<file path="src/rtl/systolic_seq_ctrl_if.sv">
// Host/grid-side signal bundle for the systolic job sequencer.
// Latency: n/a (wires only).
// Backpressure: none; the sequencer is free-running once a job is accepted.
//
// Modports:
//   master : host/command side, drives i_* and observes o_*
//   slave  : sequencer side, observes i_* and drives o_*
// Optional: SYSCTRL_PERF_EN adds o_perf_cycles (32 bits).
interface systolic_seq_ctrl_if #(
    parameter int ROWS  = 9,
    parameter int VEC_W = 16
);
    localparam int WA_W = (ROWS > 1) ? $clog2(ROWS) : 1;

    logic             i_start;
    logic             i_reuse_w;
    logic [VEC_W-1:0] i_num_vec;
    logic             i_abort;
    logic             o_busy;
    logic             o_done;
    logic             o_wt_rd_en;
    logic [WA_W-1:0]  o_wt_addr;
    logic             o_grid_sel;
    logic             o_act_rd_en;
    logic [VEC_W-1:0] o_act_addr;
    logic             o_res_valid;
    logic [VEC_W-1:0] o_res_idx;
    logic             o_w_valid;
`ifdef SYSCTRL_PERF_EN
    logic [31:0]      o_perf_cycles;

    modport master (
        output i_start, i_reuse_w, i_num_vec, i_abort,
        input  o_busy, o_done, o_wt_rd_en, o_wt_addr, o_grid_sel, o_act_rd_en,
               o_act_addr, o_res_valid, o_res_idx, o_w_valid, o_perf_cycles
    );
    modport slave (
        input  i_start, i_reuse_w, i_num_vec, i_abort,
        output o_busy, o_done, o_wt_rd_en, o_wt_addr, o_grid_sel, o_act_rd_en,
               o_act_addr, o_res_valid, o_res_idx, o_w_valid, o_perf_cycles
    );
`else
    modport master (
        output i_start, i_reuse_w, i_num_vec, i_abort,
        input  o_busy, o_done, o_wt_rd_en, o_wt_addr, o_grid_sel, o_act_rd_en,
               o_act_addr, o_res_valid, o_res_idx, o_w_valid
    );
    modport slave (
        input  i_start, i_reuse_w, i_num_vec, i_abort,
        output o_busy, o_done, o_wt_rd_en, o_wt_addr, o_grid_sel, o_act_rd_en,
               o_act_addr, o_res_valid, o_res_idx, o_w_valid
    );
`endif
endinterface

</file>
<file path="src/rtl/systolic_seq_ctrl.sv">
// Job sequencer for a ROWSxCOLS weight-stationary PE grid: weight preload, activation feed, result window.
// Latency: all outputs registered; first weight read the cycle after job accept, results RES_LAT after first feed.
// Backpressure: none; i_start is ignored while busy, i_abort returns to IDLE on the next edge.
//
// Ports: i_clk, i_rst (async, active-high) plus interface bus (slave modport):
//   i_start/i_reuse_w/i_num_vec job request, i_abort; o_busy/o_done status; o_wt_rd_en/o_wt_addr weight reads;
//   o_grid_sel load/compute select; o_act_rd_en/o_act_addr activation reads; o_res_valid/o_res_idx result window;
//   o_w_valid complete weight set present.
// Optional: SYSCTRL_PERF_EN adds o_perf_cycles, busy-cycle count of the current/last job.
module systolic_seq_ctrl #(
    parameter int ROWS    = 9,
    parameter int COLS    = 32,
    parameter int VEC_W   = 16,
    parameter int RES_LAT = ROWS + COLS - 1
) (
    input  logic                 i_clk,
    input  logic                 i_rst,
    systolic_seq_ctrl_if.slave   bus
);
    localparam int WA_W  = (ROWS > 1) ? $clog2(ROWS) : 1;
    localparam int LC_W  = $clog2(ROWS + 1);
    localparam int LAT_W = $clog2(RES_LAT + 1);

    typedef enum logic [2:0] {S_IDLE, S_LOAD_W, S_FEED, S_DRAIN, S_DONE} state_t;

    state_t           state_q, state_d;
    logic [VEC_W-1:0] n_q, n_d;
    logic [LC_W-1:0]  ld_cnt_q, ld_cnt_d;
    logic [LAT_W-1:0] lat_cnt_q, lat_cnt_d;
    logic [VEC_W-1:0] res_cnt_q, res_cnt_d;
    logic             busy_q, busy_d;
    logic             done_q, done_d;
    logic             wt_rd_en_q, wt_rd_en_d;
    logic [WA_W-1:0]  wt_addr_q, wt_addr_d;
    logic             grid_sel_q, grid_sel_d;
    logic             act_rd_en_q, act_rd_en_d;
    logic [VEC_W-1:0] act_addr_q, act_addr_d;
    logic             res_valid_q, res_valid_d;
    logic [VEC_W-1:0] res_idx_q, res_idx_d;
    logic             w_valid_q, w_valid_d;

    always_ff @(posedge i_clk or posedge i_rst) begin
        if (i_rst) begin
            state_q     <= S_IDLE;
            n_q         <= '0;
            ld_cnt_q    <= '0;
            lat_cnt_q   <= '0;
            res_cnt_q   <= '0;
            busy_q      <= 1'b0;
            done_q      <= 1'b0;
            wt_rd_en_q  <= 1'b0;
            wt_addr_q   <= '0;
            grid_sel_q  <= 1'b0;
            act_rd_en_q <= 1'b0;
            act_addr_q  <= '0;
            res_valid_q <= 1'b0;
            res_idx_q   <= '0;
            w_valid_q   <= 1'b0;
        end else begin
            state_q     <= state_d;
            n_q         <= n_d;
            ld_cnt_q    <= ld_cnt_d;
            lat_cnt_q   <= lat_cnt_d;
            res_cnt_q   <= res_cnt_d;
            busy_q      <= busy_d;
            done_q      <= done_d;
            wt_rd_en_q  <= wt_rd_en_d;
            wt_addr_q   <= wt_addr_d;
            grid_sel_q  <= grid_sel_d;
            act_rd_en_q <= act_rd_en_d;
            act_addr_q  <= act_addr_d;
            res_valid_q <= res_valid_d;
            res_idx_q   <= res_idx_d;
            w_valid_q   <= w_valid_d;
        end
    end

    // Outputs are computed one cycle ahead so every output comes straight from a flop.
    always_comb begin
        state_d     = state_q;
        n_d         = n_q;
        ld_cnt_d    = ld_cnt_q;
        lat_cnt_d   = lat_cnt_q;
        res_cnt_d   = res_cnt_q;
        done_d      = 1'b0;
        wt_rd_en_d  = 1'b0;
        wt_addr_d   = wt_addr_q;
        grid_sel_d  = 1'b0;
        act_rd_en_d = 1'b0;
        act_addr_d  = act_addr_q;
        res_valid_d = 1'b0;
        res_idx_d   = res_idx_q;
        w_valid_d   = w_valid_q;

        case (state_q)
            S_IDLE: begin
                if (bus.i_start) begin
                    n_d       = bus.i_num_vec;
                    lat_cnt_d = '0;
                    res_cnt_d = '0;
                    if (bus.i_reuse_w && w_valid_q) begin
                        if (bus.i_num_vec == '0) begin
                            state_d = S_DONE;
                            done_d  = 1'b1;
                        end else begin
                            state_d     = S_FEED;
                            act_rd_en_d = 1'b1;
                            act_addr_d  = '0;
                        end
                    end else begin
                        // Bottom row first: rows shift south through the grid.
                        state_d    = S_LOAD_W;
                        ld_cnt_d   = '0;
                        wt_rd_en_d = 1'b1;
                        wt_addr_d  = WA_W'(ROWS - 1);
                    end
                end
            end
            S_LOAD_W: begin
                // Select follows the read enable by the one-cycle buffer latency.
                grid_sel_d = wt_rd_en_q;
                if (ld_cnt_q == LC_W'(ROWS)) begin
                    w_valid_d = 1'b1;
                    if (n_q == '0) begin
                        state_d = S_DONE;
                        done_d  = 1'b1;
                    end else begin
                        state_d     = S_FEED;
                        act_rd_en_d = 1'b1;
                        act_addr_d  = '0;
                    end
                end else begin
                    ld_cnt_d = ld_cnt_q + LC_W'(1);
                    if (ld_cnt_q < LC_W'(ROWS - 1)) begin
                        wt_rd_en_d = 1'b1;
                        wt_addr_d  = wt_addr_q - WA_W'(1);
                    end
                end
            end
            S_FEED, S_DRAIN: begin
                // lat_cnt counts cycles since the first feed, saturating once the
                // pipeline latency is covered; the window then emits n_q results.
                if (lat_cnt_q != LAT_W'(RES_LAT))
                    lat_cnt_d = lat_cnt_q + LAT_W'(1);
                if (lat_cnt_q >= LAT_W'(RES_LAT - 1) && res_cnt_q != n_q) begin
                    res_valid_d = 1'b1;
                    res_idx_d   = res_cnt_q;
                    res_cnt_d   = res_cnt_q + VEC_W'(1);
                end
                if (state_q == S_FEED) begin
                    if (act_addr_q == n_q - VEC_W'(1)) begin
                        state_d = S_DRAIN;
                    end else begin
                        act_rd_en_d = 1'b1;
                        act_addr_d  = act_addr_q + VEC_W'(1);
                    end
                end else if (res_valid_q && res_cnt_q == n_q) begin
                    // The last result is never inside FEED since RES_LAT >= 1.
                    state_d = S_DONE;
                    done_d  = 1'b1;
                end
            end
            S_DONE: begin
                state_d = S_IDLE;
            end
            default: begin
                state_d = S_IDLE;
            end
        endcase

        if (bus.i_abort && state_q != S_IDLE) begin
            state_d     = S_IDLE;
            done_d      = 1'b0;
            wt_rd_en_d  = 1'b0;
            grid_sel_d  = 1'b0;
            act_rd_en_d = 1'b0;
            res_valid_d = 1'b0;
            res_idx_d   = res_idx_q;
            // A partially shifted weight set is unusable.
            if (state_q == S_LOAD_W)
                w_valid_d = 1'b0;
        end

        busy_d = (state_d != S_IDLE);
    end

    assign bus.o_busy      = busy_q;
    assign bus.o_done      = done_q;
    assign bus.o_wt_rd_en  = wt_rd_en_q;
    assign bus.o_wt_addr   = wt_addr_q;
    assign bus.o_grid_sel  = grid_sel_q;
    assign bus.o_act_rd_en = act_rd_en_q;
    assign bus.o_act_addr  = act_addr_q;
    assign bus.o_res_valid = res_valid_q;
    assign bus.o_res_idx   = res_idx_q;
    assign bus.o_w_valid   = w_valid_q;

`ifdef SYSCTRL_PERF_EN
    logic [31:0] perf_q, perf_d;

    // Each busy cycle is credited at the edge that ends it, so the count is
    // final (and then frozen) in the first IDLE cycle after the job.
    always_comb begin
        perf_d = perf_q;
        if (state_q == S_IDLE && bus.i_start)
            perf_d = '0;
        else if (busy_q && perf_q != '1)
            perf_d = perf_q + 32'd1;
    end

    always_ff @(posedge i_clk or posedge i_rst) begin
        if (i_rst) perf_q <= '0;
        else       perf_q <= perf_d;
    end

    assign bus.o_perf_cycles = perf_q;
`endif
endmodule

</file>
<file path="src/flat_wrapper.sv">
// flat-port wrapper written by rule: the top's interface ports become plain ports
module systolic_seq_ctrl_flat 
#(
    parameter int ROWS    = 9,
    parameter int COLS    = 32,
    parameter int VEC_W   = 16,
    parameter int RES_LAT = ROWS + COLS - 1
)
  (i_clk, i_rst, bus_i_start, bus_i_reuse_w, bus_i_num_vec, bus_i_abort, bus_o_busy, bus_o_done, bus_o_wt_rd_en, bus_o_wt_addr, bus_o_grid_sel, bus_o_act_rd_en, bus_o_act_addr, bus_o_res_valid, bus_o_res_idx, bus_o_w_valid);
  systolic_seq_ctrl_if #(.ROWS(ROWS), .VEC_W(VEC_W)) bus_i ();
  input  logic i_clk;
  input  logic i_rst;
  input wire logic [$bits(bus_i.i_start)-1:0] bus_i_start;
  input wire logic [$bits(bus_i.i_reuse_w)-1:0] bus_i_reuse_w;
  input wire logic [$bits(bus_i.i_num_vec)-1:0] bus_i_num_vec;
  input wire logic [$bits(bus_i.i_abort)-1:0] bus_i_abort;
  output wire logic [$bits(bus_i.o_busy)-1:0] bus_o_busy;
  output wire logic [$bits(bus_i.o_done)-1:0] bus_o_done;
  output wire logic [$bits(bus_i.o_wt_rd_en)-1:0] bus_o_wt_rd_en;
  output wire logic [$bits(bus_i.o_wt_addr)-1:0] bus_o_wt_addr;
  output wire logic [$bits(bus_i.o_grid_sel)-1:0] bus_o_grid_sel;
  output wire logic [$bits(bus_i.o_act_rd_en)-1:0] bus_o_act_rd_en;
  output wire logic [$bits(bus_i.o_act_addr)-1:0] bus_o_act_addr;
  output wire logic [$bits(bus_i.o_res_valid)-1:0] bus_o_res_valid;
  output wire logic [$bits(bus_i.o_res_idx)-1:0] bus_o_res_idx;
  output wire logic [$bits(bus_i.o_w_valid)-1:0] bus_o_w_valid;
  assign bus_i.i_start = bus_i_start;
  assign bus_i.i_reuse_w = bus_i_reuse_w;
  assign bus_i.i_num_vec = bus_i_num_vec;
  assign bus_i.i_abort = bus_i_abort;
  assign bus_o_busy = bus_i.o_busy;
  assign bus_o_done = bus_i.o_done;
  assign bus_o_wt_rd_en = bus_i.o_wt_rd_en;
  assign bus_o_wt_addr = bus_i.o_wt_addr;
  assign bus_o_grid_sel = bus_i.o_grid_sel;
  assign bus_o_act_rd_en = bus_i.o_act_rd_en;
  assign bus_o_act_addr = bus_i.o_act_addr;
  assign bus_o_res_valid = bus_i.o_res_valid;
  assign bus_o_res_idx = bus_i.o_res_idx;
  assign bus_o_w_valid = bus_i.o_w_valid;
  systolic_seq_ctrl #(.ROWS(ROWS), .COLS(COLS), .VEC_W(VEC_W), .RES_LAT(RES_LAT)) u_core (.i_clk(i_clk), .i_rst(i_rst), .bus(bus_i));
endmodule
</file>
<file path="config.mk">
export PLATFORM = sky130hd
export DESIGN_NAME = systolic_seq_ctrl_flat
export DESIGN_NICKNAME = d
export VERILOG_FILES = /design/src/rtl/systolic_seq_ctrl_if.sv /design/src/rtl/systolic_seq_ctrl.sv /design/src/flat_wrapper.sv
export SDC_FILE = /design/constraint.sdc
export NUM_CORES = 1
export LEC_CHECK = 0
export CORE_ASPECT_RATIO = 1.4
export CORE_MARGIN = 1.5
export CORE_UTILIZATION = 40
export DETAILED_ROUTE_END_ITERATION = 6
export GPL_TIMING_DRIVEN = 1
export PLACE_DENSITY = 0.58
export RECOVER_POWER = 50
export REMOVE_ABC_BUFFERS = 1
export SLEW_MARGIN = 20
export SYNTH_ARGS = -nofsm -noshare
export SYNTH_HDL_FRONTEND = slang
export SYNTH_SLANG_ARGS = --single-unit
</file>
<file path="constraint.sdc">
create_clock -name i_clk -period 4 [get_ports i_clk]
set_clock_uncertainty 0.1 [all_clocks]
set_input_delay 0.8 -clock i_clk [delete_from_list [all_inputs] [get_ports i_clk]]
set_output_delay 0.8 -clock i_clk [all_outputs]
set_load 0.1 [all_outputs]
</file>
Word level (Yosys, flattened, before mapping) --
Index checks and enable logic that the tools add are counted.
Word-level totals: flip-flop bits (word level) 88, input bits 21, output and inout bits 43, logic and storage cells 130
Operators by class: add/sub/neg operators 6, magnitude comparators 2, eq/ne operators 20, mux-type cells 66, bitwise gates (word level) 1, reductions and logical operators 20
Operator list (count):
- 2-to-1 mux 16 bit | 9
- case mux 16 bit (3 select lines) | 1
- adder 16 x 1 -> 16 bit (second input constant) | 2
- equality test 16 bit | 2
- zero test 16 bit | 2
- case mux 16 bit (2 select lines) | 1
- 2-to-1 mux 1 bit | 30
- 2-to-1 mux 4 bit | 7
- 2-to-1 mux 3 bit | 9
- != test 16 bit | 1
- case mux 4 bit (2 select lines) | 2
- subtractor 16 x 1 -> 16 bit (second input constant) | 1
- 2-to-1 mux 6 bit | 2
- != test 2 x 1 -> 1 bit (second input constant) | 6
- != test 2 bit (second input constant) | 6
- case mux 6 bit (2 select lines) | 1
- case mux 3 bit (3 select lines) | 1
- AND reduction 3 bit | 3
- nonzero test 3 bit | 3
- AND reduction 8 bit | 1
- adder 6 x 1 -> 6 bit (second input constant) | 1
- equality test 3 x 2 -> 1 bit (second input constant) | 2
- greater-or-equal comparator 6 bit (second input constant) | 1
- != test 6 bit (second input constant) | 1
- 15 further kinds | 20

Depth between registers and ports, before layout --
Gate-level depths: netlist of the first run.
depth in word-level cells 7, gate-level depth with buffers 12, mapped depth without buffers 9

Least setup slack after synthesis of the first run --
Ideal clock, no wire load.
path kind flip-flop to flip-flop, start reg u_core.act_addr_q[5] (netlist: u_core.bus.o_act_addr[5]), end reg u_core.act_addr_q[1] (netlist: u_core.bus.o_act_addr[1]), library setup time 0.079 ns, arrival 3.076 ns, required time 3.821 ns, path slack 0.745 ns, stages on the path, launching flop included 12, path buffers 4, clock period less this slack 3.255 ns, cells stage by stage dfrtp_1 -> clkbuf_1 -> or3b_2 -> or4_1 -> nand3_1 -> o22ai_1 -> and4b_1 -> buf_6 -> or2_1 -> buf_6 -> buf_6 -> mux2i_1
On the way: word-level cells in the longest chain between the ends 3
Ends and longest elaborated chain:
- start, declared | RTL line systolic_seq_ctrl.sv:37 | logic [VEC_W-1:0] act_addr_q, act_addr_d;
- start signal, assigned | RTL line systolic_seq_ctrl.sv:71 | act_addr_q <= act_addr_d;
- equality test 16 bit | RTL line systolic_seq_ctrl.sv:151 | if (act_addr_q == n_q - VEC_W'(1)) begin
- != test 2 bit (no line)
- AND reduction 8 bit (no line)
Every way passes these cells. A chain may end at the register's enable or synchronous reset.

Worst setup path after layout of the first run --
start reg u_core.n_q[0], end reg u_core.act_addr_q[1] (netlist: u_core.bus.o_act_addr[1])
On the way: word-level cells in the longest chain between the ends 4, elaborated cells on any way between the ends 6, classes of those cells add/sub (1); eq/ne (3); reduce/logical (2)
Ends and longest elaborated chain:
- start, declared | RTL line systolic_seq_ctrl.sv:27 | logic [VEC_W-1:0] n_q, n_d;
- start signal, assigned | RTL line systolic_seq_ctrl.sv:61 | n_q <= n_d;
- subtractor 16 x 1 -> 16 bit | RTL line systolic_seq_ctrl.sv:151
- equality test 16 bit | RTL line systolic_seq_ctrl.sv:151
- != test 2 bit (no line)
- AND reduction 8 bit (no line) *
Mark *: on every way between the ends. The rest lies on a longest branch, timed or not.

==> reports/results.txt, run 1 <==
ratio of cells with drive above 1 in the final layout -> 0.09453
initial antenna violation count -> 0
post-synth top area share -> 0.4406
DRT met1 WL -> 5481 um
uppermost layer routed -> met4
EDFF count, synth -> 0
deepest clock path buffer count -> 2
top_reg_cell synth -> dfrtp_1
FP Rows -> 48
Die H -> 135.3 um
area grow syn2layout -> 21.35%
commonest cells in the netlist -> 88 x dfrtp_1, 81 x nand2_1, 40 x nor2_1
HPWL after detailed placement -> 9516 um
Ports -> 64
CTS Hold Bufs -> 0
Port Buffer Count -> 63
Yosys cell types -> 57
Initial DRC Count -> 237
top post-synthesis cells by area -> dfrtp_1 44%, nand2_1 6.1%, xnor2_1 4.9%, mux2_2 3.8%, xor2_1 3.2%
Worst Setup End Kind -> register
CTS buffer count -> 9
wirelength, routed -> 12870 um
Worst slew margin -> 0.06451
Hold Vio Cnt, Final -> 0
status -> finished, final reports clean
min Tclk post-route -> 3.284 ns
first-pass GRT wire length -> 21580 um
CTS tree -> yes
Filler cells -> 1181
Max Cap Violations -> 0
worst skew pair latency -> 0.35 ns
Cells after Synth -> 545
maximum vdd ir drop -> 0.2799 mV
detailed-route via count -> 4231
CTS clk-pin slew, worst paths -> 0.06 ns
RSZ-0062 raised after global routing -> no
ANT nets after route -> 0
post-synthesis register bit count -> 88
Nets -> 627
count leader, synth -> dfrtp_1
met2 WL -> 6654 um
largest net degree at the start of global routing -> 34
Crit Path Max Fanout -> 17
Critical Path Start Type -> register
crit share post-route -> 0.8209
CTS sink count -> 88
asr flop ratio synth -> 1.000
All-Layer GR Usage -> 0.2063
vias per std cell -> 5.619
non-filler cells, final -> 753
Die Wd -> 97.48 um
hold crit path type -> register to register
Worst Tran Pin Value -> 1.396 ns
sequential area share after synthesis -> 0.4406
Mapped Avg Cell Area -> 9.172 sq um
Highest Clock Rate -> 0.3046 GHz
Met3 Routed Length -> 332 um
final setup violation count -> 0
cell area after synthesis -> 4999 sq um
arrival time at the worst endpoint -> 3.45 ns
static leakage -> 2.632 nW
number of iterations in the first detailed-routing pass -> 4
Pins Over Slew Limit -> 0
total gr overflow -> 0
Initial Util -> 0.4080
dpl cells -> 737
Root Buffer -> clkbuf_16
drt drc -> 0
ant diodes -> 0
die footprint -> 13190 sq um
cts repair resizes -> 0
Synth area leader -> dfrtp_1
Fin Setup TNS -> 0 ns
critical path class -> register to register
flop2flop setup slack -> 0.72 ns
PwrDens -> 650.7 nW/um^2
GP Congestion -> 0.8525
CTS H-tree depth -> 3
vias in the first global route -> 4251
Core Area -> 12250 sq um
# Post-CTS Setup Buffers -> 0
YS warnings -> 0
WL per Instance -> 17.10 um
WP data required -> 4.17 ns
power breakdown:
part | internal, W | switching (W)
combinational | 0.000585 | 0.00109
sequential | 0.00105 | 0.000292
clock | 0.000567 | 0.000356
metrics by stage:
stage                     hold slack (ns)  setup WS [ns]  instance area [sq um]  power, W  utilization
after global routing               0.4275         0.4791                   6066  0.004189       0.4951
final                              0.4054         0.7165                   6066  0.003947       0.4951
after detailed placement           0.3945         0.5624                   5752  0.003040       0.4695
after CTS                          0.4083         0.7214                   6075  0.003975       0.4958
after global placement             0.3933         0.5604                   5752  0.002989       0.4695
after floorplan                    0.3905         0.6160                   4835  0.002513            -
cell usage in the layout, fill, tap and decap left out, drive strengths merged, types with 6 or more instances in the layout:
cell | Yosys | layout
dfrtp | 88 | 88
nand2 | 81 | 81
clkdlybuf4s50 | 0 | 59
nor2 | 40 | 40
o21ai | 33 | 33
xnor2 | 28 | 28
inv | 21 | 21
xor2 | 18 | 18
nand4 | 17 | 17
nand3 | 17 | 17
mux2 | 17 | 17
nor4 | 15 | 15
clkbuf | 21 | 15
a21oi | 13 | 13
nor3 | 11 | 11
a21o | 11 | 11
or3 | 10 | 10
buf | 13 | 10
o31ai | 10 | 10
ha | 8 | 8
and3 | 7 | 7
o41ai | 6 | 6
flip-flops by register name (all words and copies together), names as in the netlist, named ones only:
register and count:
u_core.bus.o_grid_sel 1, u_core.n_q 16, u_core.bus.o_wt_rd_en 1, u_core.bus.o_busy 1, u_core.bus.o_res_valid 1, u_core.bus.o_wt_addr 4
u_core.res_cnt_q 16, u_core.bus.o_act_rd_en 1, u_core.state_q 3, u_core.ld_cnt_q 4, u_core.lat_cnt_q 6, u_core.bus.o_done 1
u_core.bus.o_res_idx 16, u_core.bus.o_act_addr 16
metal layers:
metal | global-route usage | vias to the layer above
li1 | - | 2033
met1 | 0.2522 | 2077
met2 | 0.3576 | 96
met3 | 0.03096 | 25
met4 | 0.09683 | 0
met5 | 0 | -
critical path, cell delays in order, from the launching register on:
cell and delay [ns]:
dfrtp_1 0.43, inv_1 0.13, ha_1 0.29, nor3b_1 0.21, buf_4 0.19, nand2_1 0.10, xnor2_1 0.17, nor4_1 0.34
and4b_1 0.25, buf_4 0.22, or2_1 0.31, buf_4 0.26, mux2i_1 0.19
worst paths after layout:
| check | start | endpoint | depth (start not counted) |
|---|---|---|---|
| max | u_core.n_q[0] | u_core.bus.o_act_addr[1] | 12 |
| min | u_core.bus.o_res_idx[14] | u_core.bus.o_res_idx[14] | 1 |
| max reg2reg | u_core.n_q[0] | u_core.bus.o_act_addr[1] | 12 |
| min reg2reg | u_core.bus.o_res_idx[14] | u_core.bus.o_res_idx[14] | 1 |
| max in group asynchronous | i_rst | u_core.bus.o_act_addr[14] | 3 |
| min in group asynchronous | i_rst | u_core.lat_cnt_q[0] | 2 |
logic make-up (layout without fill, tap and decap cells):
kind of cell | after synthesis | after routing | synth area share
AND/OR/NAND/NOR | 231 | 231 | 0.2320
flip-flops | 88 | 88 | 0.4406
AO/OA/AOI/OAI | 96 | 96 | 0.1319
multiplexers | 21 | 21 | 0.04631
buffers and inverters | 55 | 113 | 0.04856
XOR/XNOR | 46 | 46 | 0.08060
adder cells (fa/ha/maj) | 8 | 8 | 0.02003
cell type report:
cell class | instances | area (sq um) | share of cell area
repair buffers | 76 | 719.4 | 0.1186
clock inverters | 4 | 76.32 | 0.01258
multi-input cells | 402 | 2554 | 0.4210
flip-flops and latches | 88 | 2202 | 0.3630
well taps | 150 | 187.7 | 0.03094
inverters | 21 | 80.08 | 0.01320
clock buffers | 12 | 246.5 | 0.04064
Power figures use the tool's default switching activity.
==> run 2: changes to the inputs <==
--- a/config.mk
+++ b/config.mk
@@ -10,7 +10,7 @@
 export CORE_UTILIZATION = 40
 export DETAILED_ROUTE_END_ITERATION = 6
 export GPL_TIMING_DRIVEN = 1
-export PLACE_DENSITY = 0.58
+export PLACE_DENSITY = 0.6
 export RECOVER_POWER = 50
 export REMOVE_ABC_BUFFERS = 1
 export SLEW_MARGIN = 20
==> constraint.sdc (replaced) <==
create_clock -name i_clk -period 2.6 [get_ports i_clk]
set_clock_uncertainty 0.1 [all_clocks]
set_input_delay 0.52 -clock i_clk [delete_from_list [all_inputs] [get_ports i_clk]]
set_output_delay 0.52 -clock i_clk [all_outputs]
set_load 0.1 [all_outputs]
==> reports/results.txt, run 2 (synthesis results as in run 1) <==
status -> finished with violations
failing checks -> DRC
Core Area -> 12250 sq um
drt drc -> 5
Clk pwr share -> 0.211
wirelength, routed -> 13240 um
Max Cap Violations -> 0
ratio of cells with drive above 1 in the final layout -> 0.2595
Worst Setup End Kind -> register
die footprint -> 13190 sq um
Crit Path Max Fanout -> 8
All-Layer GR Usage -> 0.2056
non-filler cells, final -> 809
worst skew pair latency -> 0.34 ns
initial antenna violation count -> 0
GP Congestion -> 0.8289
final setup violation count -> 0
Initial Util -> 0.4080
CTS tree -> yes
Highest Clock Rate -> 0.3860 GHz
WP data required -> 2.74 ns
Nets -> 683
ant diodes -> 0
total power -> 0.006623 W
Ports -> 64
Final Util -> 0.5367
PwrDens -> 1007 nW/um^2
number of iterations in the first detailed-routing pass -> 7
critical path class -> register to register
WL per Instance -> 16.37 um
CTS buffer count -> 9
HPWL after detailed placement -> 9848 um
maximum vdd ir drop -> 0.4263 mV
sequential share of power -> 0.283
CTS clk-pin slew, worst paths -> 0.06 ns
min Tclk post-route -> 2.591 ns
Hold Vio Cnt, Final -> 0
CTS sink count -> 88
combinational power share -> 0.506
Root Buffer -> clkbuf_16
total gr overflow -> 0
dpl cells -> 788
largest net degree at the start of global routing -> 49
deepest clock path buffer count -> 2
Die H -> 135.3 um
RSZ-0062 raised after global routing -> yes
first-pass GRT wire length -> 21760 um
Die Wd -> 97.48 um
area grow syn2layout -> 31.54%
Worst slew margin -> 0.2215
Worst Tran Pin Value -> 1.173 ns
Port Buffer Count -> 63
ANT nets after route -> 0
commonest non-fill, non-tap cell in the layout -> buf_4
Pins Over Slew Limit -> 0
CTS Hold Bufs -> 0
FP Rows -> 48
CTS H-tree depth -> 3
switching power total -> 0.002888 W
hold crit path type -> register to register
vias in the first global route -> 4475
static leakage -> 3.043 nW
most frequent cells in the layout -> 90 x buf_4, 87 x dfrtp_1, 81 x nand2_1
vias per std cell -> 5.525
Internal -> 0.003735 W
Initial DRC Count -> 210
Non-Filler Cell Area, Final -> 6575 sq um
Placed Area -> 6052 sq um
Fin Hold WS -> 0.4061 ns
arrival time at the worst endpoint -> 2.73 ns
sw frac -> 0.4360
Critical Path Start Type -> register
crit share post-route -> 0.9965
detailed-route via count -> 4470
## run 2: cell types whose count changed in the layout (fill, tap and decap cells not counted), moves of 4 or more
| cell | change |
|---|---|
| buf_4 | +80 |
| buf_6 | +6 |
| o41ai_1 | -4 |
| clkdlybuf4s50_1 | -40 |
| o31ai_1 | -4 |
| clkbuf_1 | +9 |
| o21ai_1 | +4 |
| o21ai_0 | -8 |
| o21ai_2 | +4 |
## run 2: power by group through the flow
| stage | Sequential, W | Combinational, W | Clock, W |
|---|---|---|---|
| after floorplan | 0.00253 | 0.00133 | 0 |
| after global placement | 0.00188 | 0.00302 | 0 |
| after detailed placement | 0.00189 | 0.00308 | 0 |
| after CTS | 0.00187 | 0.00318 | 0.00143 |
| after global routing | 0.00191 | 0.00362 | 0.00149 |
| final | 0.00187 | 0.00335 | 0.00140 |
## run 2: critical path: stages (launching register included)
cell	delay, ns
dfrtp_1	0.38
or4_4	0.60
o311ai_0	0.34
a21oi_1	0.16
and4b_2	0.29
or2_4	0.26
buf_12	0.15
o41ai_4	0.20
## run 2: area by class of cell
class                           instances  area [sq um]
Multi-Input combinational cell        402          2743
Timing Repair Buffer                  132          1041
Clock buffer                            9         225.2
Sequential cell                        88          2203
Fill cell                            1143          5677
Tap cell                              150         187.7
Clock inverter                          7         95.09
Inverter                               21         80.08
## run 2: what timing repair did
item / 4_1_cts / 5_1_grt
gates cloned: 0 / 0
endpoints found under the setup margin: 17 / 22
buffers inserted: 3 / 2
gates resized for setup: 11 / 38
pin swaps: 10 / 12
## run 2: metal layers
layer | share of wire | track usage | up-vias
met5 | 0 | 0 | -
met4 | 0.031 | 0.09841 | 0
met3 | 0.035 | 0.03148 | 27
met2 | 0.52 | 0.3615 | 104
met1 | 0.41 | 0.2458 | 2191
li1 | - | - | 2148
## run 2: worst paths after layout
path / slack, ns / to / start / cells past startpoint
max in group asynchronous: 0.64 / u_core.res_cnt_q[14] / i_rst / 3
min reg2reg: 0.41 / u_core.bus.o_res_idx[10] / u_core.bus.o_res_idx[10] / 1
min: 0.41 / u_core.bus.o_res_idx[10] / u_core.bus.o_res_idx[10] / 1
max: 0.009 / u_core.bus.o_act_addr[13] / u_core.n_q[2] / 7
min in group asynchronous: 0.62 / u_core.bus.o_done / i_rst / 2
max reg2reg: 0.009 / u_core.bus.o_act_addr[13] / u_core.n_q[2] / 7
## run 2: through the flow
stage / setup TNS, ns / setup slack (ns)
after floorplan: -47.09 / -0.7840
after global placement: -3.792 / -0.2313
after detailed placement: -5.287 / -0.3650
after CTS: -0.1892 / -0.05173
after global routing: -0.4712 / -0.07428
final: 0 / 0.009205
==> run 3: changes to the inputs <==
--- a/config.mk
+++ b/config.mk
@@ -8,6 +8,7 @@
 export CORE_ASPECT_RATIO = 1.4
 export CORE_MARGIN = 1.5
 export CORE_UTILIZATION = 40
+export CTS_CLUSTER_DIAMETER = 120
 export DETAILED_ROUTE_END_ITERATION = 6
 export GPL_TIMING_DRIVEN = 1
 export PLACE_DENSITY = 0.6
==> results of run 3 <==
No change in the layout: final DEF, timing and power equal those of run 2.
